==> src/rtl/macro_id_pkg.sv <==
// ============================================================================
// macro_id_pkg : shared types and one-hot decode for the tile ID monitor
// Revision     : 1.0
// ============================================================================
`default_nettype none

package macro_id_pkg;

   localparam int ID_W    = 4;
   localparam int NUM_IDS = 9;
   localparam int MAX_W   = 14;

   typedef enum logic [1:0] {
      IDLE   = 2'd0,
      SETTLE = 2'd1,
      CHECK  = 2'd2,
      DONE   = 2'd3
   } state_e;

   typedef struct packed {
      logic            legal;
      logic [ID_W-1:0] id;
   } decode_t;

   // Legal means exactly one of bits [NUM_IDS-1:0] set and nothing above.
   function automatic decode_t onehot_decode(input logic [MAX_W-1:0] pat);
      decode_t    res;
      logic [3:0] ones;
      res  = '0;
      ones = '0;
      for (int i = 0; i < NUM_IDS; i++) begin
         if (pat[i]) begin
            ones   = ones + 4'd1;
            res.id = ID_W'(i);
         end
      end
      res.legal = (ones == 4'd1) && (pat[MAX_W-1:NUM_IDS] == '0);
      if (!res.legal) res.id = '0;
      return res;
   endfunction

endpackage

`default_nettype wire

==> src/rtl/macro_id_side.sv <==
// ============================================================================
// macro_id_side : per-bus sample register, stability counter and decoder
// Revision      : 1.0
// ============================================================================
`default_nettype none

module macro_id_side
   import macro_id_pkg::*;
#(
   parameter int WIDTH         = 14,
   parameter int STABLE_CYCLES = 3
) (
   input  logic            clk,
   input  logic            rst_n,
   input  logic            enable_i,
   input  logic [WIDTH-1:0] pattern_i,
   output logic            locked_o,
   output logic            legal_o,
   output logic [ID_W-1:0] id_o
);

   localparam int             CNT_W  = 4;
   localparam logic [CNT_W-1:0] STABLE = CNT_W'(STABLE_CYCLES);

   logic [WIDTH-1:0] sample_q, sample_d;
   logic [CNT_W-1:0] count_q, count_d;
   decode_t          dec;

   // Outside CHECK the count sits at zero, so the first CHECK sample always
   // starts a fresh run regardless of what the sample register holds.
   always_comb begin
      sample_d = sample_q;
      count_d  = count_q;
      if (!enable_i) begin
         count_d = '0;
      end else begin
         sample_d = pattern_i;
         if ((count_q == '0) || (pattern_i != sample_q)) begin
            count_d = CNT_W'(1);
         end else if (count_q != STABLE) begin
            count_d = count_q + CNT_W'(1);
         end
      end
   end

   always_ff @(posedge clk or negedge rst_n) begin
      if (!rst_n) begin
         sample_q <= '0;
         count_q  <= '0;
      end else begin
         sample_q <= sample_d;
         count_q  <= count_d;
      end
   end

   assign dec      = onehot_decode(MAX_W'(sample_q));
   assign locked_o = (count_q == STABLE);
   assign legal_o  = dec.legal;
   assign id_o     = dec.id;

endmodule

`default_nettype wire

==> src/rtl/macro_id_monitor.sv <==
// ============================================================================
// macro_id_monitor : settles, locks and decodes the N/E/W neighbour ID buses
// Revision         : 1.0
// ============================================================================
`default_nettype none

module macro_id_monitor
   import macro_id_pkg::*;
#(
   parameter int SETTLE_CYCLES  = 4,
   parameter int STABLE_CYCLES  = 3,
   parameter int TIMEOUT_CYCLES = 64
) (
   input  logic            clk,
   input  logic            rst_n,
   input  logic            start,
   input  logic            clear,
   input  logic [9:0]      IO_north_i,
   input  logic [13:0]     IO_east_i,
   input  logic [13:0]     IO_west_i,
   output logic            busy,
   output logic            done,
   output logic            timeout,
   output logic [ID_W-1:0] north_id,
   output logic [ID_W-1:0] east_id,
   output logic [ID_W-1:0] west_id,
   output logic            north_vld,
   output logic            east_vld,
   output logic            west_vld,
   output logic            north_err,
   output logic            east_err,
   output logic            west_err
);

   localparam logic [7:0] SETTLE_LD = 8'(SETTLE_CYCLES);
   localparam logic [9:0] TMO_LAST  = 10'(TIMEOUT_CYCLES - 1);

   state_e                  state_q, state_d;
   logic [7:0]              settle_q, settle_d;
   logic [9:0]              tmo_q, tmo_d;
   logic [2:0][ID_W-1:0]    id_q, id_d;
   logic [2:0]              vld_q, vld_d;
   logic [2:0]              err_q, err_d;
   logic                    timeout_q, timeout_d;

   // Side index: 0 = north, 1 = east, 2 = west.
   logic [2:0]              locked;
   logic [2:0]              legal;
   logic [2:0][ID_W-1:0]    side_id;
   logic                    in_check;

   assign in_check = (state_q == CHECK);

   macro_id_side #(.WIDTH(10), .STABLE_CYCLES(STABLE_CYCLES)) u_north (
      .clk(clk), .rst_n(rst_n), .enable_i(in_check), .pattern_i(IO_north_i),
      .locked_o(locked[0]), .legal_o(legal[0]), .id_o(side_id[0])
   );

   macro_id_side #(.WIDTH(14), .STABLE_CYCLES(STABLE_CYCLES)) u_east (
      .clk(clk), .rst_n(rst_n), .enable_i(in_check), .pattern_i(IO_east_i),
      .locked_o(locked[1]), .legal_o(legal[1]), .id_o(side_id[1])
   );

   macro_id_side #(.WIDTH(14), .STABLE_CYCLES(STABLE_CYCLES)) u_west (
      .clk(clk), .rst_n(rst_n), .enable_i(in_check), .pattern_i(IO_west_i),
      .locked_o(locked[2]), .legal_o(legal[2]), .id_o(side_id[2])
   );

   always_comb begin
      state_d   = state_q;
      settle_d  = settle_q;
      tmo_d     = tmo_q;
      id_d      = id_q;
      vld_d     = vld_q;
      err_d     = err_q;
      timeout_d = timeout_q;
      if (clear) begin
         state_d   = IDLE;
         settle_d  = '0;
         tmo_d     = '0;
         id_d      = '0;
         vld_d     = '0;
         err_d     = '0;
         timeout_d = 1'b0;
      end else begin
         case (state_q)
            IDLE, DONE: begin
               if (start) begin
                  state_d   = SETTLE;
                  settle_d  = SETTLE_LD;
                  tmo_d     = '0;
                  id_d      = '0;
                  vld_d     = '0;
                  err_d     = '0;
                  timeout_d = 1'b0;
               end
            end
            SETTLE: begin
               settle_d = settle_q - 8'd1;
               if (settle_q == 8'd1) begin
                  state_d = CHECK;
                  tmo_d   = '0;
               end
            end
            CHECK: begin
               tmo_d = tmo_q + 10'd1;
               // Lock status is judged before this edge's sample lands, so
               // an all-locked bus set wins over a simultaneous timeout.
               if ((&locked) || (tmo_q == TMO_LAST)) begin
                  state_d   = DONE;
                  timeout_d = ~(&locked);
                  for (int s = 0; s < 3; s++) begin
                     id_d[s]  = locked[s] ? side_id[s] : '0;
                     vld_d[s] = locked[s] &  legal[s];
                     err_d[s] = locked[s] & ~legal[s];
                  end
               end
            end
            default: state_d = IDLE;
         endcase
      end
   end

   always_ff @(posedge clk or negedge rst_n) begin
      if (!rst_n) begin
         state_q   <= IDLE;
         settle_q  <= '0;
         tmo_q     <= '0;
         id_q      <= '0;
         vld_q     <= '0;
         err_q     <= '0;
         timeout_q <= 1'b0;
      end else begin
         state_q   <= state_d;
         settle_q  <= settle_d;
         tmo_q     <= tmo_d;
         id_q      <= id_d;
         vld_q     <= vld_d;
         err_q     <= err_d;
         timeout_q <= timeout_d;
      end
   end

   assign busy      = (state_q == SETTLE) || (state_q == CHECK);
   assign done      = (state_q == DONE);
   assign timeout   = timeout_q;
   assign north_id  = id_q[0];
   assign east_id   = id_q[1];
   assign west_id   = id_q[2];
   assign north_vld = vld_q[0];
   assign east_vld  = vld_q[1];
   assign west_vld  = vld_q[2];
   assign north_err = err_q[0];
   assign east_err  = err_q[1];
   assign west_err  = err_q[2];

endmodule

`default_nettype wire

==> config.mk <==
export PLATFORM = sky130hd
export DESIGN_NAME = macro_id_monitor
export DESIGN_NICKNAME = d
export VERILOG_FILES = /design/src/rtl/macro_id_pkg.sv /design/src/rtl/macro_id_side.sv /design/src/rtl/macro_id_monitor.sv
export SDC_FILE = /design/constraint.sdc
export NUM_CORES = 1
export LEC_CHECK = 0
export ABC_CLOCK_PERIOD_IN_PS = 5400
export BUFFER_PORTS_ARGS = -buffer_cell sky130_fd_sc_hd__buf_4
export CAP_MARGIN = 20
export CORE_AREA = 2 2 149 115
export CTS_BUF_LIST = sky130_fd_sc_hd__clkbuf_16
export CTS_CLUSTER_DIAMETER = 150
export DETAILED_ROUTE_END_ITERATION = 16
export DIE_AREA = 0 0 151 117
export PLACE_DENSITY_LB_ADDON = 0.05
export RECOVER_POWER = 50
export SYNTH_ARGS = -nofsm -noshare
export SYNTH_HDL_FRONTEND = slang
export SYNTH_SLANG_ARGS = --single-unit
==> constraint.sdc <==
create_clock -name clk -period 5.4 [get_ports clk]
set_clock_uncertainty 0.15 [all_clocks]
set_input_delay 0 -clock clk [delete_from_list [all_inputs] [get_ports clk]]
set_output_delay 0 -clock clk [all_outputs]
set_load 0.05 [all_outputs]
; Word level (Yosys, flattened, before mapping)
; Index checks and enable logic that the tools add are counted.
[classes]
addsub = 29
n_eq_ne = 23
muxes = 93
bitwise = 11
n_reduce_logical = 22
[op_table]
columns = operator, count
row1 = two-way mux 4 bit, 42
row2 = adder 4 x 1 -> 4 bit (second input constant), 24
row3 = two-way mux 3 bit, 17
row4 = two-way mux 12 bit, 3
row5 = two-way mux 10 bit, 3
row6 = one-hot mux 10 bit (3 select lines), 1
row7 = inequality test 14 bit, 2
row8 = one-hot mux 12 bit (2 select lines), 1
row9 = two-way mux 2 bit, 10
row10 = two-way mux 8 bit, 2
row11 = one-hot mux 8 bit (2 select lines), 1
row12 = inequality test 3 bit (second input constant), 5
row13 = == test 4 x 1 -> 1 bit (second input constant), 3
row14 = == test 4 x 2 -> 1 bit (second input constant), 3
row15 = logical NOT 4 bit, 3
row16 = inequality test 4 x 2 -> 1 bit (second input constant), 3
row17 = one-hot mux 3 bit (2 select lines), 2
row18 = adder 10 x 1 -> 10 bit (second input constant), 1
row19 = == test 10 x 6 -> 1 bit (second input constant), 1
row20 = logical NOT 5 bit, 2
row21 = inequality test 10 bit, 1
row22 = two-way mux 1 bit, 9
row23 = AND reduction 3 bit, 3
row24 = == test 8 x 1 -> 1 bit (second input constant), 1
row25 = 15 further kinds, 35
[totals]
regBits = 89
inputBits = 42
elab_cells = 193

; Logic depth before layout (Yosys ltp)
; Gate-level depths: netlist of the first run.
[depth]
ltp_word = 24
ltp_mapped = 27
depth_no_buf = 27

; Hierarchy
; A second synthesis of the first run with hierarchy kept.
[hier_totals]
cells_unflattened = 722
area_unflattened_um2 = 6991.7
[modules_own_cells]
columns = mod, instances, cells_each, area_per_inst_um2
row1 = macro_id_monitor, 1, 214, 2210.9
row2 = macro_id_side (u_east), 1, 181, 1742.9
row3 = macro_id_side (u_west), 1, 167, 1666.6
row4 = macro_id_side (u_north), 1, 160, 1371.3

; Worst setup path after synthesis of the first run
; OpenSTA, ideal clock, no wires.
[synth_path]
kind = reg2reg
start = register u_east.sample_q[0]
end = register id_q (netlist bit east_id[3])
setup_ps = 110
arrival_time_ps = 5016
required_time_ps = 5140
slack_ps = 124
stages_incl_launch_ff = 23
path_buffers = 0
period_less_slack_ps = 5276
path_cell_list = dfrtp_1 -> inv_1 -> ha_1 -> xor2_1 -> ha_1 -> mux2_2 -> ha_1 -> mux2_2 -> ha_1 -> nand2_1 -> o31ai_1 -> and2_1 -> ha_1 -> and2_1 -> a31oi_1 -> inv_1 -> ha_1 -> mux2_2 -> ha_1 -> a31o_1 -> or2_2 -> or2_2 -> o41ai_1
[synth_between]
elab_chain_len = 24
[synth_rtl]
columns = element, line_no
row1 = from (decl), macro_id_side.sv:25  ; logic [WIDTH-1:0] sample_q, sample_d;
row2 = from (signal assigned), macro_id_side.sv:51  ; sample_q <= sample_d;
row3 = two-way mux 1 bit *, macro_id_pkg.sv:32  ; if (pat[i]) begin
row4 = adder 1 x 1 -> 2 bit, macro_id_pkg.sv:33  ; ones = ones + 4'd1;
row5 = two-way mux 4 bit *, macro_id_pkg.sv:32
row6 = adder 4 x 1 -> 4 bit, macro_id_pkg.sv:33
row7 = two-way mux 4 bit *, macro_id_pkg.sv:32
row8 = adder 4 x 1 -> 4 bit, macro_id_pkg.sv:33
row9 = two-way mux 4 bit *, macro_id_pkg.sv:32
row10 = adder 4 x 1 -> 4 bit, macro_id_pkg.sv:33
row11 = [... 8 more ...], -
row12 = two-way mux 4 bit *, macro_id_pkg.sv:32
row13 = == test 4 x 1 -> 1 bit *, macro_id_pkg.sv:37  ; res.legal = (ones == 4'd1) && (pat[MAX_W-1:NUM_IDS] == '0);
row14 = logical AND 1 bit *, macro_id_pkg.sv:37
row15 = two-way mux 4 bit *, macro_id_pkg.sv:38  ; if (!res.legal) res.id = '0;
row16 = two-way mux 4 bit *, macro_id_monitor.sv:113  ; id_d[s] = locked[s] ? side_id[s] : '0;
row17 = two-way mux 12 bit *, macro_id_monitor.sv:109  ; if ((&locked) || (tmo_q == TMO_LAST)) begin
row18 = one-hot mux 12 bit (2 select lines) *, macro_id_monitor.sv:86  ; case (state_q)
row19 = two-way mux 12 bit *, macro_id_monitor.sv:77  ; if (clear) begin
row20 = to (signal assigned), macro_id_monitor.sv:137  ; id_q <= id_d;
row21 = to (decl), macro_id_monitor.sv:41  ; logic [2:0][ID_W-1:0] id_q, id_d;
; Mark *: on every way between the ends. The rest lies on a longest branch, timed or not. The select of a mux whose other input is x is not followed.
; A chain may end at the register's enable or synchronous reset.

; Worst setup path after layout of the first run
[layout_path]
start = register u_east.sample_q[1]
end = register err_q[1]
[layout_between]
elab_chain_len = 22
[layout_rtl]
columns = element, line_no
row1 = two-way mux 4 bit *, macro_id_pkg.sv:32
row2 = adder 4 x 1 -> 4 bit, macro_id_pkg.sv:33
row3 = two-way mux 4 bit *, macro_id_pkg.sv:32
row4 = adder 4 x 1 -> 4 bit, macro_id_pkg.sv:33
row5 = two-way mux 4 bit *, macro_id_pkg.sv:32
row6 = adder 4 x 1 -> 4 bit, macro_id_pkg.sv:33
row7 = two-way mux 4 bit *, macro_id_pkg.sv:32
row8 = adder 4 x 1 -> 4 bit, macro_id_pkg.sv:33
row9 = [... 6 more ...], -
row10 = two-way mux 4 bit *, macro_id_pkg.sv:32
row11 = == test 4 x 1 -> 1 bit *, macro_id_pkg.sv:37
row12 = logical AND 1 bit *, macro_id_pkg.sv:37
row13 = NOT 1 bit *, macro_id_monitor.sv:115  ; err_d[s] = locked[s] & ~legal[s];
row14 = AND 1 bit *, macro_id_monitor.sv:115
row15 = two-way mux 3 bit *, macro_id_monitor.sv:109
row16 = one-hot mux 3 bit (2 select lines) *, macro_id_monitor.sv:86
row17 = two-way mux 3 bit *, macro_id_monitor.sv:77
row18 = to (signal assigned), macro_id_monitor.sv:139  ; err_q <= err_d;
row19 = to (decl), macro_id_monitor.sv:43  ; logic [2:0] err_q, err_d;
; Marks and branches as above.

==> results of run 1 <==
==> layout by cell type (no fill, tap or decap), types with 4 or more instances in the layout <==
cell type	instances
sky130_fd_sc_hd__nor2_1	59
sky130_fd_sc_hd__inv_2	5
sky130_fd_sc_hd__nor3_1	6
sky130_fd_sc_hd__nand3b_1	6
sky130_fd_sc_hd__clkbuf_1	23
sky130_fd_sc_hd__nand2_1	82
sky130_fd_sc_hd__o21ai_1	5
sky130_fd_sc_hd__ha_4	6
sky130_fd_sc_hd__and2_1	6
sky130_fd_sc_hd__xnor3_1	6
sky130_fd_sc_hd__xor2_1	34
sky130_fd_sc_hd__mux2i_1	9
sky130_fd_sc_hd__nand3_1	15
sky130_fd_sc_hd__a21oi_1	15
sky130_fd_sc_hd__inv_1	39
sky130_fd_sc_hd__nand4_1	14
sky130_fd_sc_hd__buf_4	64
sky130_fd_sc_hd__and3_1	5
sky130_fd_sc_hd__a31oi_1	8
sky130_fd_sc_hd__clkbuf_16	9
sky130_fd_sc_hd__mux2_2	24
sky130_fd_sc_hd__a22o_1	6
sky130_fd_sc_hd__dfrtp_1	89
sky130_fd_sc_hd__xnor2_1	45
sky130_fd_sc_hd__nor4_1	6
sky130_fd_sc_hd__dlygate4sd3_1	43
sky130_fd_sc_hd__o31ai_1	8
sky130_fd_sc_hd__ha_1	27
sky130_fd_sc_hd__nor3b_1	6
sky130_fd_sc_hd__a21o_1	4
sky130_fd_sc_hd__o21ai_0	44
sky130_fd_sc_hd__nand2b_1	5
==> layout make-up <==
cell class                 instances  area (sq um)
inverter                          43           161
fill                            1567          8280
clock buffer                       9           225
clock inverter                     7           119
tap                              215           269
multi-input combinational        536          4040
timing repair buffer             130           997
sequential                        89          2230
==> final timing paths <==
kind                                           startpoint                              end  slack [ns]  cells after the start
setup / recovery           u_east.sample_q[1]$_DFFE_PN0P_             err_q[1]$_DFFE_PN0P_        0.18                     24
hold reg to reg                      vld_q[2]$_DFFE_PN0P_             vld_q[2]$_DFFE_PN0P_        0.34                      1
setup reg to reg           u_east.sample_q[1]$_DFFE_PN0P_             err_q[1]$_DFFE_PN0P_        0.18                     24
hold / removal                              IO_north_i[1]  u_north.sample_q[1]$_DFFE_PN0P_        0.26                      4
max in group asynchronous                           rst_n   u_west.sample_q[0]$_DFFE_PN0P_        1.36                      3
min in group asynchronous                           rst_n   u_east.sample_q[0]$_DFFE_PN0P_        0.45                      3
==> flip-flops by register name, summed over array words and instances (netlist names) <==
signal / count
east_id: 4
err_q: 3
north_id: 4
settle_q: 8
state_q: 2
timeout: 1
tmo_q: 10
u_east.count_q: 4
u_east.sample_q: 14
u_north.count_q: 4
u_north.sample_q: 10
u_west.count_q: 4
u_west.sample_q: 14
vld_q: 3
west_id: 4
==> metrics by stage <==
step           TNS (ns)  cell area [sq um]  hold slack (ns)  utilization (%)  std cells
3_5_place_dp     -0.346               7050           -0.233             43.2        954
6_report              0               8040            0.265             49.3       1029
5_1_grt         -0.0256               8040            0.281             49.3       1029
4_1_cts               0               7950            0.246             48.7       1024
3_3_place_gp          0               7050           -0.237             43.2        954
2_1_floorplan         0               6390           -0.446                -        701
==> critical path: cells and delay by family, from the launching register on <==
| family | cells | cell delay [ns] |
|---|---|---|
| buffers and inverters | 3 | 0.26 |
| adder cells (fa/ha/maj) | 7 | 1.59 |
| AND/OR/NAND/NOR | 5 | 1.02 |
| multiplexers | 3 | 0.85 |
| XOR/XNOR | 1 | 0.14 |
| AO/OA/AOI/OAI | 5 | 0.68 |
| flip-flops | 1 | 0.41 |
==> logic make-up (layout without fill, tap and decap cells) <==
logic type | Yosys count | in the layout | synth area share, %
mux | 38 | 38 | 6.48
fa+ha+maj | 36 | 36 | 7.05
buf+inv | 76 | 189 | 4.76
compound gates | 137 | 137 | 14.7
flops | 89 | 89 | 34.9
simple gates | 234 | 234 | 17.8
xor+xnor | 91 | 91 | 14.4
==> metal layers <==
metal | vias up | wire length (um) | track usage [%]
li1 | 2672 | - | -
met1 | 2568 | 7860 | 25.6
met2 | 79 | 7030 | 29.7
met3 | 10 | 499 | 4.61
met4 | 0 | 156 | 3.93
met5 | - | 0 | 0
==> repair_timing <==
action	4_1_cts	5_1_grt
hold buffers	43	0
endpoints found under the setup margin	5	15
hold endpoints to repair	75	0
resized for setup	8	26
setup buffers	11	4
pin swaps	2	9
==> results list, run 1 <==
- Maximum number of pins on one net before global-route repair: 70
- Die Area: 17,700 sq um
* Avg Cell Area, Syn: 9.11 sq um
* Width of the die: 151 um
- Worst min-delay path class: in -> reg
* Violations in the final reports: capacitance limit, slew limit
* Buffer depth of the longest clock path: 2
- Run status: complete, but fails checks
- In the final routed layout, each cell accounts on average for 15.1 um.
- Final Critical Period: 5.22 ns
- DRT antenna net count: 0
* Count of max-cap constraint violations: 1
* Top post-synthesis cells by count: sky130_fd_sc_hd__dfrtp_1, sky130_fd_sc_hd__nand2_1, sky130_fd_sc_hd__nor2_1
- Core footprint: 16,300 sq um
* Pre-Repair DR Iteration Count: 5
- Final Max Slew Viols: 70
- The detailed router finished its first iteration with 271 violations.
- Data on the critical path arrives at its endpoint at 5.29 ns.
- Library cell contributing the largest single delay on the critical path: sky130_fd_sc_hd__or4b_1
* DIE HEIGHT: 117 um
- Cell type contributing the most total cell area after synthesis: sky130_fd_sc_hd__dfrtp_1
- In the finished design, the share of the clock period the worst path needs comes to 96.7%.
- In this run, synthesis produced a sequential element count of 89.
- Number of port buffers: 62
- For this run, the post-layout net count is 887.
* Boundary Pins: 63
- Summed over its instances, the top area cell type makes up 34.9% of the synthesized netlist area.
- Yosys mapped a number of flops with a built-in enable equal to 0.
- Syn Nets: 779
* Count of inserted antenna diode cells: 0
* Element type at the critical path start: flip-flop
* Most repeated cell in the gate-level netlist after synthesis: sky130_fd_sc_hd__dfrtp_1
- Buffers inserted during clock tree synthesis total 9.
* Main synth FF type: sky130_fd_sc_hd__dfrtp_1
* Data required, critical path: 5.47 ns
- Across every metal layer, demand over resource in global routing totals 18.5%.
* Critical Path, Cell by Cell: inv_2, ha_4, xor2_2, ha_1, mux2_4, ha_4, mux2_4, ha_4, nand2_4, o31ai_4, and2_4, ha_1, and2_1, a31oi_2, inv_2, ha_4, mux2_4, ha_4, inv_1, o31ai_1, a21oi_1, nor2_1, or4b_1, a2bb2oi_1
- At the pin with the least slew margin, the transition time is 3.87 ns.
- The netlist uses 75 different library cells.
* Residual DRC: 0
* Worst setup slack before clock tree synthesis: -0.138 ns
- Row generation in the floorplan step produced 41 rows.
* Number of antenna violations at the first check in global routing: 0
- Cell Area, Synth: 6390 sq um
* Clock insertion delay at the later pin of the skew report: 0.35 ns
- Synth Instances: 701
* Sequential-to-total area share from yosys stat: 34.9%
* Worst Path Max Fanout: 3
- Via count of the first global-routing pass: 5,303
- Remaining Overflow, GRT: 0
- Maximum clock frequency: 192 MHz
* TritonCTS clock tree: built
* Clock Tree Root: sky130_fd_sc_hd__clkbuf_16
* Slew margin rel.: -158%
- The Yosys step of the flow raised 0 warnings.
- The hold violation count in the final report came to 0.
- Detailed placement ended at an HPWL of 11,100 um.
- Setup violations remaining at the end of the flow were counted as 0.
* Wire length of the first global-routing pass: 25,900 um
* Kind of critical path: reg -> reg
- The initial utilization of the core area, before any placement, comes to 39.2%.
- For this block, the via count after detailed routing is 5,329.
- Across all setup checks in the final design, the least slack found is 0.180 ns.
- CP peak stage delay: 0.52 ns
- Crit. End Element: flip-flop
* Worst-path clk slew: 0.07 ns
- Clock sinks: 89
* Fraction of final layout cells sized beyond drive strength 1: 18.2%
* Syn-to-layout area delta: 25.8%
- Biggest area contributors in the synthesized netlist: sky130_fd_sc_hd__dfrtp_1, sky130_fd_sc_hd__ha_1, sky130_fd_sc_hd__xnor2_1
* Routed via count divided by cell count: 5.18
- The congestion estimate from routability-driven global placement came to 0.831.
- The H-tree was split into 3 levels.
* Top cell by count, worst path: sky130_fd_sc_hd__ha_4
- Post-Route WL: 15,500 um
- Asr flop ratio synth: 100%
Power of run 1 is left out: the tool's default activity adds up to more than one toggle a clock period on the data nets, which glitch-free logic cannot reach.
==> inputs of run 2 (changes only) <==
--- a/config.mk
+++ b/config.mk
@@ -5,14 +5,16 @@
 export SDC_FILE = /design/constraint.sdc
 export NUM_CORES = 1
 export LEC_CHECK = 0
+export ABC_AREA = 1
 export ABC_CLOCK_PERIOD_IN_PS = 5400
 export BUFFER_PORTS_ARGS = -buffer_cell sky130_fd_sc_hd__buf_4
 export CAP_MARGIN = 20
-export CORE_AREA = 2 2 149 115
+export CORE_AREA = 2 2 152 117
 export CTS_BUF_LIST = sky130_fd_sc_hd__clkbuf_16
 export CTS_CLUSTER_DIAMETER = 150
 export DETAILED_ROUTE_END_ITERATION = 16
-export DIE_AREA = 0 0 151 117
+export DIE_AREA = 0 0 154 119
+export GPL_ROUTABILITY_DRIVEN = 0
 export PLACE_DENSITY_LB_ADDON = 0.05
 export RECOVER_POWER = 50
 export SYNTH_ARGS = -nofsm -noshare
==> results list, run 2 <==
- Cell Area, Synth: 6620 sq um (+3.6%)
- The worst setup path is captured at a flip-flop.
- Final Critical Period: 4.91 ns (-0.314 ns)
- Violations in the final reports: capacitance limit, slew limit
- Data arrival, critical path: 5.04 ns (-0.25 ns)
* Syn Nets: 970 (+25%)
- Library cell contributing the largest single delay on the critical path: sky130_fd_sc_hd__dfrtp_1
* Buffer count from post-CTS setup fixing: 0 (-11)
- Post-route worst setup slack: 0.494 ns (+0.314 ns)
* Biggest registers after layout: u_east.sample_q x14, u_west.sample_q x14
* Synth Instances: 892 (+27%)
* Width of the die: 154 um (+2.0%)
- Worst min-delay path class: in -> async
- The average cell area after synthesis was 7.42 sq um (-19%).
* Post-CTS Resized: 0 (-8)
- In the layout the commonest cells are sky130_fd_sc_hd__nand2_1, sky130_fd_sc_hd__inv_1, sky130_fd_sc_hd__dfrtp_1, sky130_fd_sc_hd__o21ai_0, sky130_fd_sc_hd__nand3_1.
* Clock sinks: 89 (unchanged)
* Max IR drop VDD: 271 uV
* Register bit count reported by yosys: 89 (unchanged)
- Kind of critical path: reg -> reg
- Worst setup slack before clock tree synthesis: 0.515 ns (+0.654 ns)
* Mux share of post-synthesis cell area: 0.170% (-6.3 points)
* Fraction of post-synthesis cell area in the top cell type by area: 33.6% (-1.2 points)
* Setup repair after global routing missed its margin: no
- The headroom to the max-slew limit is -153% (+4.9 points).
- The number of synthesized flops with an enable pin is 0 (unchanged).
* Power density cells: 648 nW/um^2
- The placed instance area was 7270 sq um (+3.1%).
* Asr flop ratio synth: 100% (unchanged)
- Maximum clock frequency: 204 MHz (+6.4%)
- The cell sitting at the root of the clock tree is a sky130_fd_sc_hd__clkbuf_16.
- The wire length of the first global-routing pass was 26,300 um (+1.5%).
- Largest family of logic cells by synthesized area: simple AND/OR/NAND/NOR gates
* Routed via count divided by cell count: 4.64 (-10%)
* Via count of the first global-routing pass: 5,317 (+0.26%)
- The count of pins on the block boundary is 63 (unchanged).
- The starting utilization of the core area is 38.8% (-0.39 points).
* Yosys synthesis warning count: 0 (unchanged)
- The worst hold slack after final layout was 0.131 ns (-0.134 ns).
- The largest driver fanout on the critical path is 5 (+2).
- The area share of and/or/nand/nor cells after synthesis was 34.5% (+17 points).
- NumNets Final: 1,069 (+21%)
- Most common cell after layout, fill and taps aside: sky130_fd_sc_hd__nand2_1
- Cts bufs inserted: 9 (unchanged)
- Cell type contributing the most total cell area after synthesis: sky130_fd_sc_hd__dfrtp_1
- First DRT Iteration DRCs: 299 (+10%)
* Transition time of the tightest slew-check pin: 3.80 ns (-0.0735 ns)
- Number of fill cells: 1,765 (+13%)
- The final-layout setup total negative slack came to 0 ns (unchanged).
- The total length of routed wires is 15,200 um (-2.3%).
- The total overflow reported by the global router is 0 (unchanged).
- Top post-synthesis cells by count: sky130_fd_sc_hd__nand2_1, sky130_fd_sc_hd__inv_1, sky130_fd_sc_hd__dfrtp_1
- Run status: complete, but fails checks
* Post-route standard cell area excluding fillers: 7910 sq um (-1.6%)
* DIE HEIGHT: 119 um (+1.7%)
- Xor-xnor portion of the synthesized cell area: 6.22% (-8.1 points)
* Period utilisation layout: 90.8% (-5.8 points)
- The later-pin clock latency in the skew report is 0.35 ns (about the same).
- The area share of fa/ha/maj cells after synthesis is 6.80% (-0.25 points).
- Routed len/inst: 12.5 um (-17%)
- Number of standard-cell rows in the floorplan: 42 (+2.4%)
- The deepest level of the CTS H-tree is 3 (unchanged).
- TritonCTS clock tree: built
- The number of iterations in the first detailed-routing pass is 4 (-1).
- Count of max-cap constraint violations: 1 (unchanged)
* Fraction of final layout cells sized beyond drive strength 1: 16.9% (-1.3 points)
- Main synth FF type: sky130_fd_sc_hd__dfrtp_1
- Core footprint: 17,100 sq um (+4.7%)
- Residual DRC: 0 (unchanged)
- The number of diodes added for antenna fixing came to 0 (unchanged).
- The count of input and output buffers was 62 (unchanged).
- The post-synthesis compound-gate area fraction is 9.41% (-5.3 points).
* Leak: 0.00389 uW
- The final count of negative-setup-slack endpoints came to 0 (unchanged).
- The maximum number of buffers from clock root to sink was 2 (unchanged).
* Element type at the critical path start: flip-flop
* Number of library cell types mapped by synthesis: 50 (-33%)
- The sum of net half-perimeters after detailed placement was 11,200 um (+0.89%).
- The initial antenna violation count came to 0 (unchanged).
* Routed via count: 5,644 (+5.9%)
- The clock transition at the registers of the reported paths was 0.07 ns (about the same).
- The required time of the critical path was 5.53 ns (+0.06 ns).
* Syn-to-layout area delta: 19.4%
- The maximum number of pins on one net before global-route repair came to 81 (+16%).
- The hold violation count in the final report came to 0 (unchanged).
* Sequential-to-total area share from yosys stat: 33.6% (-1.2 points)
* DRT antenna net count: 0 (unchanged)
- The number of pins with negative max-slew slack in the final report was 70 (unchanged).
* Biggest area contributors in the synthesized netlist: sky130_fd_sc_hd__dfrtp_1, sky130_fd_sc_hd__nand2_1, sky130_fd_sc_hd__ha_1
* Die Area: 18,300 sq um (+3.7%)
* Top cell by count, worst path: sky130_fd_sc_hd__nand2_1
- Total Routing Usage GR: 17.6% (-0.86 points)
- The most common cell in the synthesized netlist is sky130_fd_sc_hd__nand2_1.
- CP peak stage delay: 0.38 ns (-0.14 ns)
- Total power for the finished layout comes to 5120 uW.
## run 2: through the flow
step | cells | util, %
final | 1216 | 46.3
after global routing | 1216 | 46.3
after CTS | 1215 | 46.8
after detailed placement | 1157 | 42.6
after global placement | 1157 | 42.6
after floorplan | 892 | -
## run 2: area by class of cell
type | instances | area, sq um | area share, %
tap | 220 | 275 | 3.48
clock inverter | 7 | 67.6 | 0.855
clock buffer | 9 | 225 | 2.85
timing repair buffer | 108 | 830 | 10.5
sequential | 89 | 2230 | 28.2
multi-input combinational | 653 | 3790 | 47.9
inverter | 130 | 495 | 6.27
## run 2: critical path: cells and delay by family (launching register included)
family / cells / cell delay (ns)
xor+xnor: 1 / 0.07
flops: 1 / 0.38
buf+inv: 6 / 0.33
fa+ha+maj: 7 / 1.82
compound gates: 2 / 0.31
simple gates: 15 / 1.79
## run 2: power by group
part           total [uW]  leakage [uW]  internal (uW)  switching (uW)
clock                 638      0.000143            358             279
sequential           1100       0.00117            843             255
combinational        3390       0.00258           1250            2140
total                5120       0.00389           2450            2670
## run 2: timing repair
action | in CTS | in global routing
hold endpoints to repair | 82 | 0
setup endpoints to repair | 0 | 0
hold buffers | 42 | 0
## run 2: layer usage
layer | global-route usage (%) | routed length [um] | up-vias
li1 | - | - | 3050
met1 | 26.9 | 8360 | 2518
met2 | 25.6 | 6240 | 68
met3 | 3.46 | 427 | 8
met4 | 4.21 | 153 | 0
met5 | 0 | 0 | -
## run 2: path summary, 6_finish.rpt
path                                                  from                         endpoint  slack [ns]  depth (start not counted)
min reg2reg                        north_id[3]$_DFFE_PN0P_          north_id[3]$_DFFE_PN0P_        0.33                          2
max in group asynchronous                            rst_n          settle_q[3]$_DFFE_PN0P_        1.04                          4
min                                                  rst_n  u_north.sample_q[3]$_DFFE_PN0P_        0.13                          3
min in group clk                              IO_west_i[5]   u_west.sample_q[5]$_DFFE_PN0P_        0.26                          4
max                        u_north.sample_q[1]$_DFFE_PN0P_          north_id[3]$_DFFE_PN0P_        0.49                         31
max reg2reg                u_north.sample_q[1]$_DFFE_PN0P_          north_id[3]$_DFFE_PN0P_        0.49                         31
## run 2: logic make-up (layout without fill, tap and decap cells)
| logic type | count (synthesis) | after routing |
|---|---|---|
| compound gates | 109 | 109 |
| xor+xnor | 47 | 47 |
| fa+ha+maj | 36 | 36 |
| buf+inv | 150 | 254 |
| flops | 89 | 89 |
| mux | 1 | 1 |
| simple gates | 460 | 460 |
No activity file was read; power rests on OpenSTA's default activity.
